[src/rtl/seq_detect_pkg.sv]
// Shared types and helpers for the parametrised serial pattern detector.
// Detector FSM states, the pattern-length ceiling and the fill-counter width helper.
package seq_detect_pkg;

   typedef enum logic [1:0] {
      EMPTY   = 2'd0,
      FILLING = 2'd1,
      ARMED   = 2'd2
   } seq_state_e;

   localparam int PAT_LEN_MAX = 32;

   // Enough bits to count from 0 up to and including len.
   function automatic int fill_w(input int len);
      return $clog2(len + 1);
   endfunction

endpackage

[src/rtl/seq_match_counter.sv]
// Saturating match counter with clear priority and asynchronous reset.
module seq_match_counter #(
   parameter int CNT_W = 8
) (
   input  logic             clk,
   input  logic             rst,
   input  logic             inc,
   input  logic             clr,
   output logic [CNT_W-1:0] cnt_o
);

   logic [CNT_W-1:0] cnt_q, cnt_d;

   always_comb begin
      cnt_d = cnt_q;
      if (clr) begin
         cnt_d = '0;
      end else if (inc && (cnt_q != {CNT_W{1'b1}})) begin
         cnt_d = cnt_q + 1'b1;
      end
   end

   always_ff @(posedge clk or posedge rst) begin
      if (rst) begin
         cnt_q <= '0;
      end else begin
         cnt_q <= cnt_d;
      end
   end

   assign cnt_o = cnt_q;

endmodule

[src/rtl/seq_detect_param.sv]
// Serial bit-pattern detector with runtime-loadable pattern, overlap control and match counter.
// Define SEQ_DETECT_MASK_EN to add a per-bit don't-care mask loaded with the pattern.
module seq_detect_param
   import seq_detect_pkg::*;
#(
   parameter int                 PAT_LEN = 4,
   parameter logic [PAT_LEN-1:0] PAT_RST = PAT_LEN'(4'b0110),
   parameter int                 CNT_W   = 8
) (
   input  logic               clk,
   input  logic               rst,
   input  logic               in,
   input  logic               in_valid,
   input  logic               overlap_en,
   input  logic               pat_load,
   input  logic [PAT_LEN-1:0] pat_in,
`ifdef SEQ_DETECT_MASK_EN
   input  logic [PAT_LEN-1:0] pat_mask,
`endif
   input  logic               cnt_clr,
   output logic               y,
   output logic [CNT_W-1:0]   match_cnt,
   output logic               armed
);

   localparam int            FW   = fill_w(PAT_LEN);
   localparam logic [FW-1:0] FULL = FW'(PAT_LEN);

   logic [PAT_LEN-1:0] pat_q, win_q, win_d, win_shift, mask;
   logic [FW-1:0]      fill_q, fill_d, fill_inc;
   seq_state_e         state_q, state_d;
   logic               y_q, accept, match;

`ifdef SEQ_DETECT_MASK_EN
   logic [PAT_LEN-1:0] mask_q;

   always_ff @(posedge clk or posedge rst) begin
      if (rst) begin
         mask_q <= '1;
      end else if (pat_load) begin
         mask_q <= pat_mask;
      end
   end

   assign mask = mask_q;
`else
   assign mask = '1;
`endif

   // A load discards any same-cycle bit, so it never feeds the window or a match.
   always_comb begin
      accept    = in_valid && !pat_load;
      win_shift = {win_q[PAT_LEN-2:0], in};
      fill_inc  = (fill_q == FULL) ? FULL : fill_q + 1'b1;
      match     = accept && (((win_shift ^ pat_q) & mask) == '0) && (fill_inc == FULL);

      win_d   = win_q;
      fill_d  = fill_q;
      state_d = state_q;
      if (pat_load) begin
         win_d   = '0;
         fill_d  = '0;
         state_d = EMPTY;
      end else if (accept) begin
         if (match && !overlap_en) begin
            win_d   = '0;
            fill_d  = '0;
            state_d = EMPTY;
         end else begin
            win_d   = win_shift;
            fill_d  = fill_inc;
            state_d = (fill_inc == FULL) ? ARMED : FILLING;
         end
      end
   end

   always_ff @(posedge clk or posedge rst) begin
      if (rst) begin
         pat_q   <= PAT_RST;
         win_q   <= '0;
         fill_q  <= '0;
         state_q <= EMPTY;
         y_q     <= 1'b0;
      end else begin
         if (pat_load) begin
            pat_q <= pat_in;
         end
         win_q   <= win_d;
         fill_q  <= fill_d;
         state_q <= state_d;
         y_q     <= match;
      end
   end

   seq_match_counter #(
      .CNT_W(CNT_W)
   ) u_cnt (
      .clk  (clk),
      .rst  (rst),
      .inc  (match),
      .clr  (cnt_clr),
      .cnt_o(match_cnt)
   );

   assign y     = y_q;
   assign armed = (state_q == ARMED);

endmodule

[config.mk]
export PLATFORM = sky130hd
export DESIGN_NAME = seq_detect_param
export DESIGN_NICKNAME = d
export VERILOG_FILES = /design/src/rtl/seq_detect_pkg.sv /design/src/rtl/seq_match_counter.sv /design/src/rtl/seq_detect_param.sv
export SDC_FILE = /design/constraint.sdc
export NUM_CORES = 1
export LEC_CHECK = 0
export BUFFER_PORTS_ARGS = -buffer_cell sky130_fd_sc_hd__buf_2
export CORE_MARGIN = 2
export CORE_UTILIZATION = 55
export DETAILED_ROUTE_END_ITERATION = 6
export HOLD_SLACK_MARGIN = 0.1
export PLACE_DENSITY_LB_ADDON = 0.05
export RECOVER_POWER = 25
export SYNTH_ARGS = -nofsm -noshare
export SYNTH_HDL_FRONTEND = slang
export SYNTH_SLANG_ARGS = --single-unit
[constraint.sdc]
create_clock -name clk -period 3.1 [get_ports clk]
set_input_delay 0.62 -clock clk [delete_from_list [all_inputs] [get_ports clk]]
set_output_delay 0.62 -clock clk [all_outputs]
set_load 0.03 [all_outputs]
==> results of run 1 <==
[power by group]
group | internal [mW] | switching, mW
Combinational | 0.0222 | 0.0255
Sequential | 0.285 | 0.00747
Clock | 0.0503 | 0.0828
[metal layers]
metal,global-route usage (%),routed length [µm]
met1,28.2,934
met2,30.1,990
met3,3.40,84
met4,8.57,38
met5,0,0
[cell families (layout without fill, tap and decap cells)]
| logic type | Yosys count | in the layout | share of synthesized area [%] |
|---|---|---|---|
| AND/OR/NAND/NOR | 37 | 37 | 22.1 |
| XOR/XNOR | 4 | 4 | 3.19 |
| flip-flops | 21 | 21 | 48.0 |
| AO/OA/AOI/OAI | 25 | 25 | 14.9 |
| adder cells (fa/ha/maj) | 3 | 3 | 3.41 |
| buffers and inverters | 10 | 29 | 3.41 |
| multiplexers | 5 | 5 | 5.01 |
[worst max-delay path: cells and delay by family, from the launching register on]
family	cells	cell delay (ns)
DFF	1	0.44
adders and majority gates	1	0.31
and+or+nand+nor	4	1.27
buffers and inverters	1	0.08
AOI/OAI and AO/OA	1	0.15
[sequential cells by signal (all words and copies together) (netlist names)]
name	cells
fill_q	3
state_q	2
win_q	3
y	1
pat_q	4
u_cnt.cnt_o	8
[final cells by class]
cell class / count / area share, %
Clock buffer: 4 / 2.12
Multi-Input combinational cell: 74 / 43.1
Inverter: 5 / 1.51
Timing Repair Buffer: 20 / 7.97
Sequential cell: 21 / 42.6
Tap cell: 27 / 2.72
[synthesized netlist by cell type (all sizes together) (3+ instances only)]
master,count
a21oi,11
clkbuf,4
dfrtp,19
ha,3
inv,5
mux2,4
nand2,3
nand3,7
nor2,5
o21ai,3
o31ai,3
o41ai,3
or4,4
xor2,4
[final timing paths]
path / start / endpoint / slack, ns / cells after the start
max: fill_q[0] / u_cnt.cnt_o[3] / 0.79 / 7
max reg2reg: fill_q[0] / u_cnt.cnt_o[3] / 0.79 / 7
min reg2reg: pat_q[0] / pat_q[0] / 0.54 / 1
max in group asynchronous: rst / pat_q[3] / 2.19 / 2
min in group clk: pat_in[1] / pat_q[1] / 0.54 / 2
min: rst / fill_q[2] / 0.43 / 2
[metrics by stage]
stage,cell area [µm²],hold slack [ns],utilization [%],std cells,power (mW)
final,1240,0.435,64.5,151,0.474
after global routing,1240,0.512,64.5,151,0.500
after CTS,1240,0.459,64.6,151,0.478
after detailed placement,1210,0.519,63.2,147,0.347
after global placement,1210,0.507,63.2,147,0.344
after floorplan,1100,0.487,-,105,0.332
==> reports/metrics.cfg, run 1 <==
[placement]
dpl.hpwl_um = 1460
place_ws_ns = 0.682
routabilityCongestion = 0.786
portBuffers = 20

[global_route]
antenna_found_initial = 0
grt_max_degree = 22
grt_pass1_wl_um = 3640
grt_overflow = 0
grt_pass1_vias = 817
grtUsageTotal_pct = 19.9

[cells_and_area]
fillers = 168
layout_common_cells = dfrtp_1 (19), buf_2 (19), a21oi_1 (11)
multi_input_area_um2 = 534
diodes = 0
regArea_um2 = 528
fin_nets = 139
area_growth_pct = 12.7
final_layout_size_suffix_gt1_share_pct = 24.2

[timing]
period_share_pct = 74.5
skew_ns = 0.000856
worstMarginPinSlew_ns = 0.776
hold_viol = 0
max_freq_mhz = 433
setup_violations = 0
post-route-min-period_ns = 2.31
slew_viol_final = 0
tns_ns = 0
rsz0062_at_grt = no
slew_headroom_pct = 48.2
setup_ws_ns = 0.790

[synth]
netlist_area_um2 = 1100
synth_top_area_cell = dfrtp_1
yosys_warnings = 0
synth-main-ff-cell = dfrtp_1
synth-edff-count = 0
syn_inst = 105
seq_area_frac_synth_pct = 48.0
ys_types = 34
netlist.area_leader.share_pct = 43.2
yosys_register_bits = 21
synth_area_leaders = dfrtp_1 (43%), a21oi_1 (5.0%), dfstp_2 (4.8%)
syn-num-nets = 119
postSynthAreaPerCell_um2 = 10.5
async_reset_ff_share_pct = 100

[critical_path]
setup.worst_path.end_class = flip-flop
critical_path_arrival_ns = 2.55
crit_chain = inv_1 -> ha_1 -> nand4bb_1 -> nand3_1 -> nand4b_2 -> or4_1 -> a21oi_1
critPathKind = reg2reg
cp_max_fo = 18
crit_slowest_cell = or4_1
crit_path_max_incr_delay_ns = 0.58
worstPathRequired_ns = 3.34
start_kind = flip-flop

[worst_hold_path]
min_path_type = in2async

[drt]
wire_per_inst_um = 13.6
ant_nets = 0
drt_iter0_drc = 16
firstDrtPassIters = 4
drcViolationCount = 0
via_per_inst = 5.77
wirelength_um = 2050
vias = 872

[floorplanning]
rows = 16
start_util_pct = 57.2
die_area_um2 = 2370
boundaryPins = 21
core_area_um2 = 1920
die-width_um = 48.7
die_h_um = 48.7

[clock_network]
cts_resized = 0
clkTransAtPathRegs_ns = 0.11
cts-root-buf = clkbuf_4
htreeDepth = 1
cts_sinks = 21
cts_tree = yes
cts_buffers = 3
post_cts_buffers = 0
clkLatencyLatePin_ns = 0.31
clockBufferDepth = 2
cts-hold-fix-buffers = 0

[flow_run]
drv.max_cap_violation_count = 0

[pwr]
p_per_area_nw_per_um2 = 382
p_leak_nw = 0.565
vdd_drop_max_mv = 0.232

[outcome]
outcome = finished clean

Power figures use the tool's default switching activity.
==> run 2, diff against run 1 <==
--- a/config.mk
+++ b/config.mk
@@ -5,6 +5,7 @@
 export SDC_FILE = /design/constraint.sdc
 export NUM_CORES = 1
 export LEC_CHECK = 0
+export ABC_AREA = 1
 export BUFFER_PORTS_ARGS = -buffer_cell sky130_fd_sc_hd__buf_2
 export CORE_MARGIN = 2
 export CORE_UTILIZATION = 55
==> constraint.sdc (replaced) <==
create_clock -name clk -period 2.19 [get_ports clk]
set_input_delay 0.438 -clock clk [delete_from_list [all_inputs] [get_ports clk]]
set_output_delay 0.438 -clock clk [all_outputs]
set_load 0.03 [all_outputs]
==> run 2 against run 1 <==
Against the previous run: total power increased by 49%; first-iteration DRC count increased by 69%; die area increased by 18%; highest routed layer unchanged; global-route usage increased by 2.4 points; sequential cell count unchanged; cell count increased by 44%; area after synthesis increased by 20%; synthesized cell count increased by 58%; critical path type unchanged; combinational power increased by 120%; worst setup slack got worse by 0.20 ns; via count increased by 27%; fmax increased by 45%.
==> reports/metrics.cfg, run 2 <==
[pwr]
vdd_drop_max_mv = 0.395
total_power_mw = 0.706
p_sw_share_pct = 27.7
p_leak_nw = 0.854
p_per_area_nw_per_um2 = 481
combPwrFrac_pct = 15.0
internal_power_mw = 0.510
p_seq_share_pct = 58.8
p_sw_mw = 0.196
power_frac_clock_pct = 26.1

[drt]
vias = 1111
wire_per_inst_um = 11.7
via_per_inst = 5.12
drcViolationCount = 0
firstDrtPassIters = 4
ant_nets = 0
wirelength_um = 2540
drt_iter0_drc = 27

[cells_and_area]
fin_nets = 204
regArea_um2 = 528
final_layout_size_suffix_gt1_share_pct = 22.8
largest_register_ffs = 8
layout_common_cells = nand2_1 (52), inv_1 (23), buf_2 (20)
fillers = 203
multi_input_area_um2 = 671
final_common_cell = nand2_1
area_growth_pct = 11.3
diodes = 0

[critical_path]
timing.rr.end = u_cnt.cnt_o[0]
rr_startpoint = fill_q[0]
r2r_cells = 8
critical_path_arrival_ns = 1.80
worstPathRequired_ns = 2.39
start_kind = flip-flop
setup.worst_path.end_class = flip-flop
reg2reg_slack_ns = 0.59
cp_max_fo = 8
critPathKind = reg2reg

[clock_network]
clockBufferDepth = 2
cts_resized = 0
cts_buffers = 3
cts-hold-fix-buffers = 0
htreeDepth = 1
post_cts_buffers = 0
clkLatencyLatePin_ns = 0.30
cts_sinks = 21
cts_tree = yes
clkTransAtPathRegs_ns = 0.11
cts-root-buf = clkbuf_4

[floorplanning]
rows = 17
start_util_pct = 59.0
die-width_um = 52.9
die_area_um2 = 2800
die_h_um = 52.9
boundaryPins = 21
core_area_um2 = 2230

[synth]
synthTopCellsByCount = nand2_1 (52), inv_1 (23), dfrtp_1 (19), nand3_1 (14), nor2_1 (11)
yosys_register_bits = 21
seq_area_frac_synth_pct = 40.1
netlist.area_leader.share_pct = 36.1
syn-num-nets = 180
async_reset_ff_share_pct = 100
synth_area_leaders = dfrtp_1 (36%), nand2_1 (15%), inv_1 (6.6%)
ys_types = 25
synth-edff-count = 0
yosys_warnings = 0
synth_top_area_cell = dfrtp_1
syn_inst = 166
synth-main-ff-cell = dfrtp_1
yosys.cell_count.top_type = nand2_1
postSynthAreaPerCell_um2 = 7.94
netlist_area_um2 = 1320

[timing]
tns_ns = 0
rsz0062_at_grt = no
worstMarginPinSlew_ns = 1.14
post-route-min-period_ns = 1.60
slew_viol_final = 0
hold_viol = 0
slew_headroom_pct = 23.7
setup_ws_ns = 0.592
setup_violations = 0
skew_ns = 0.000926
max_freq_mhz = 626
period_share_pct = 73.0

[global_route]
grt_use_met2_pct = 37.1
grtUsageTotal_pct = 22.2
grt_max_degree = 22
grt_use_met1_pct = 28.2
antenna_found_initial = 0
grt_pass1_vias = 1055
top_usage_layer = met2
grt_overflow = 0
grt_pass1_wl_um = 4550
met3_usage_pct = 3.67

[placement]
place_ws_ns = 0.597
portBuffers = 20
routabilityCongestion = 0.773
dpl.hpwl_um = 1930

[worst_hold_path]
min_to = pat_q[0]
min_path_type = in2reg
hold_start = pat_in[0]
min_path_cells = 3

[outcome]
outcome = finished clean

[flow_run]
drv.max_cap_violation_count = 0

run 2: kinds of logic (layout without fill, tap and decap cells):
logic type,Yosys count,count (layout),share of synthesized area [%]
and+or+nand+nor,99,99,39.9
buffers and inverters,28,51,9.02
DFF,21,21,40.1
AOI/OAI and AO/OA,9,9,4.18
xor gates and xnor gates,6,6,3.99
adders and majority gates,3,3,2.85
run 2: how the worst max path moves through the flow:
stage / start / to / slack (ns) / cells after the start
4_1_cts: fill_q[0] / u_cnt.cnt_o[6] / 0.57 / 8
3_3_place_gp: fill_q[0] / u_cnt.cnt_o[0] / 0.67 / 8
5_1_grt: fill_q[0] / u_cnt.cnt_o[5] / 0.44 / 8
2_1_floorplan: u_cnt.cnt_o[0] / u_cnt.cnt_o[6] / 0.64 / 7
6_report: fill_q[0] / u_cnt.cnt_o[0] / 0.59 / 8
3_5_place_dp: fill_q[0] / u_cnt.cnt_o[6] / 0.60 / 8
run 2: layout make-up:
| type | instances | area share [%] |
|---|---|---|
| Timing Repair Buffer | 21 | 7.08 |
| Multi-Input combinational cell | 117 | 45.7 |
| Inverter | 26 | 7.00 |
| Sequential cell | 21 | 36.0 |
| Tap cell | 28 | 2.39 |
| Clock buffer | 4 | 1.79 |
run 2: power by group through the flow:
stage / combinational, mW / clock (mW) / sequential (mW)
2_1_floorplan: 0.0824 / 0 / 0.420
3_3_place_gp: 0.104 / 0 / 0.422
3_5_place_dp: 0.108 / 0 / 0.423
4_1_cts: 0.109 / 0.192 / 0.415
5_1_grt: 0.123 / 0.202 / 0.417
6_report: 0.106 / 0.185 / 0.415
run 2: through the flow:
stage               cell area (µm²)  instances  hold WS [ns]  util (%)
floorplan                      1320        166         0.413         -
global placement               1440        213         0.464      64.6
detailed placement             1440        213         0.475      64.6
CTS                            1470        217         0.147      65.8
global route                   1470        217         0.353      65.7
finish                         1470        217         0.343      65.7
run 2: worst max-delay path, cell delays in order, from the launching register on:
cell	delay, ns
dfrtp_1	0.39
inv_1	0.12
ha_1	0.27
o21ai_2	0.15
nand2_2	0.12
inv_1	0.14
nand3_4	0.14
nand3_1	0.10
nand2_1	0.06
run 2: per-layer routing:
layer | vias to the layer above | routed length, µm
met4 | 0 | 17
met1 | 521 | 1210
met2 | 14 | 1240
li1 | 574 | -
met3 | 2 | 69
met5 | - | 0
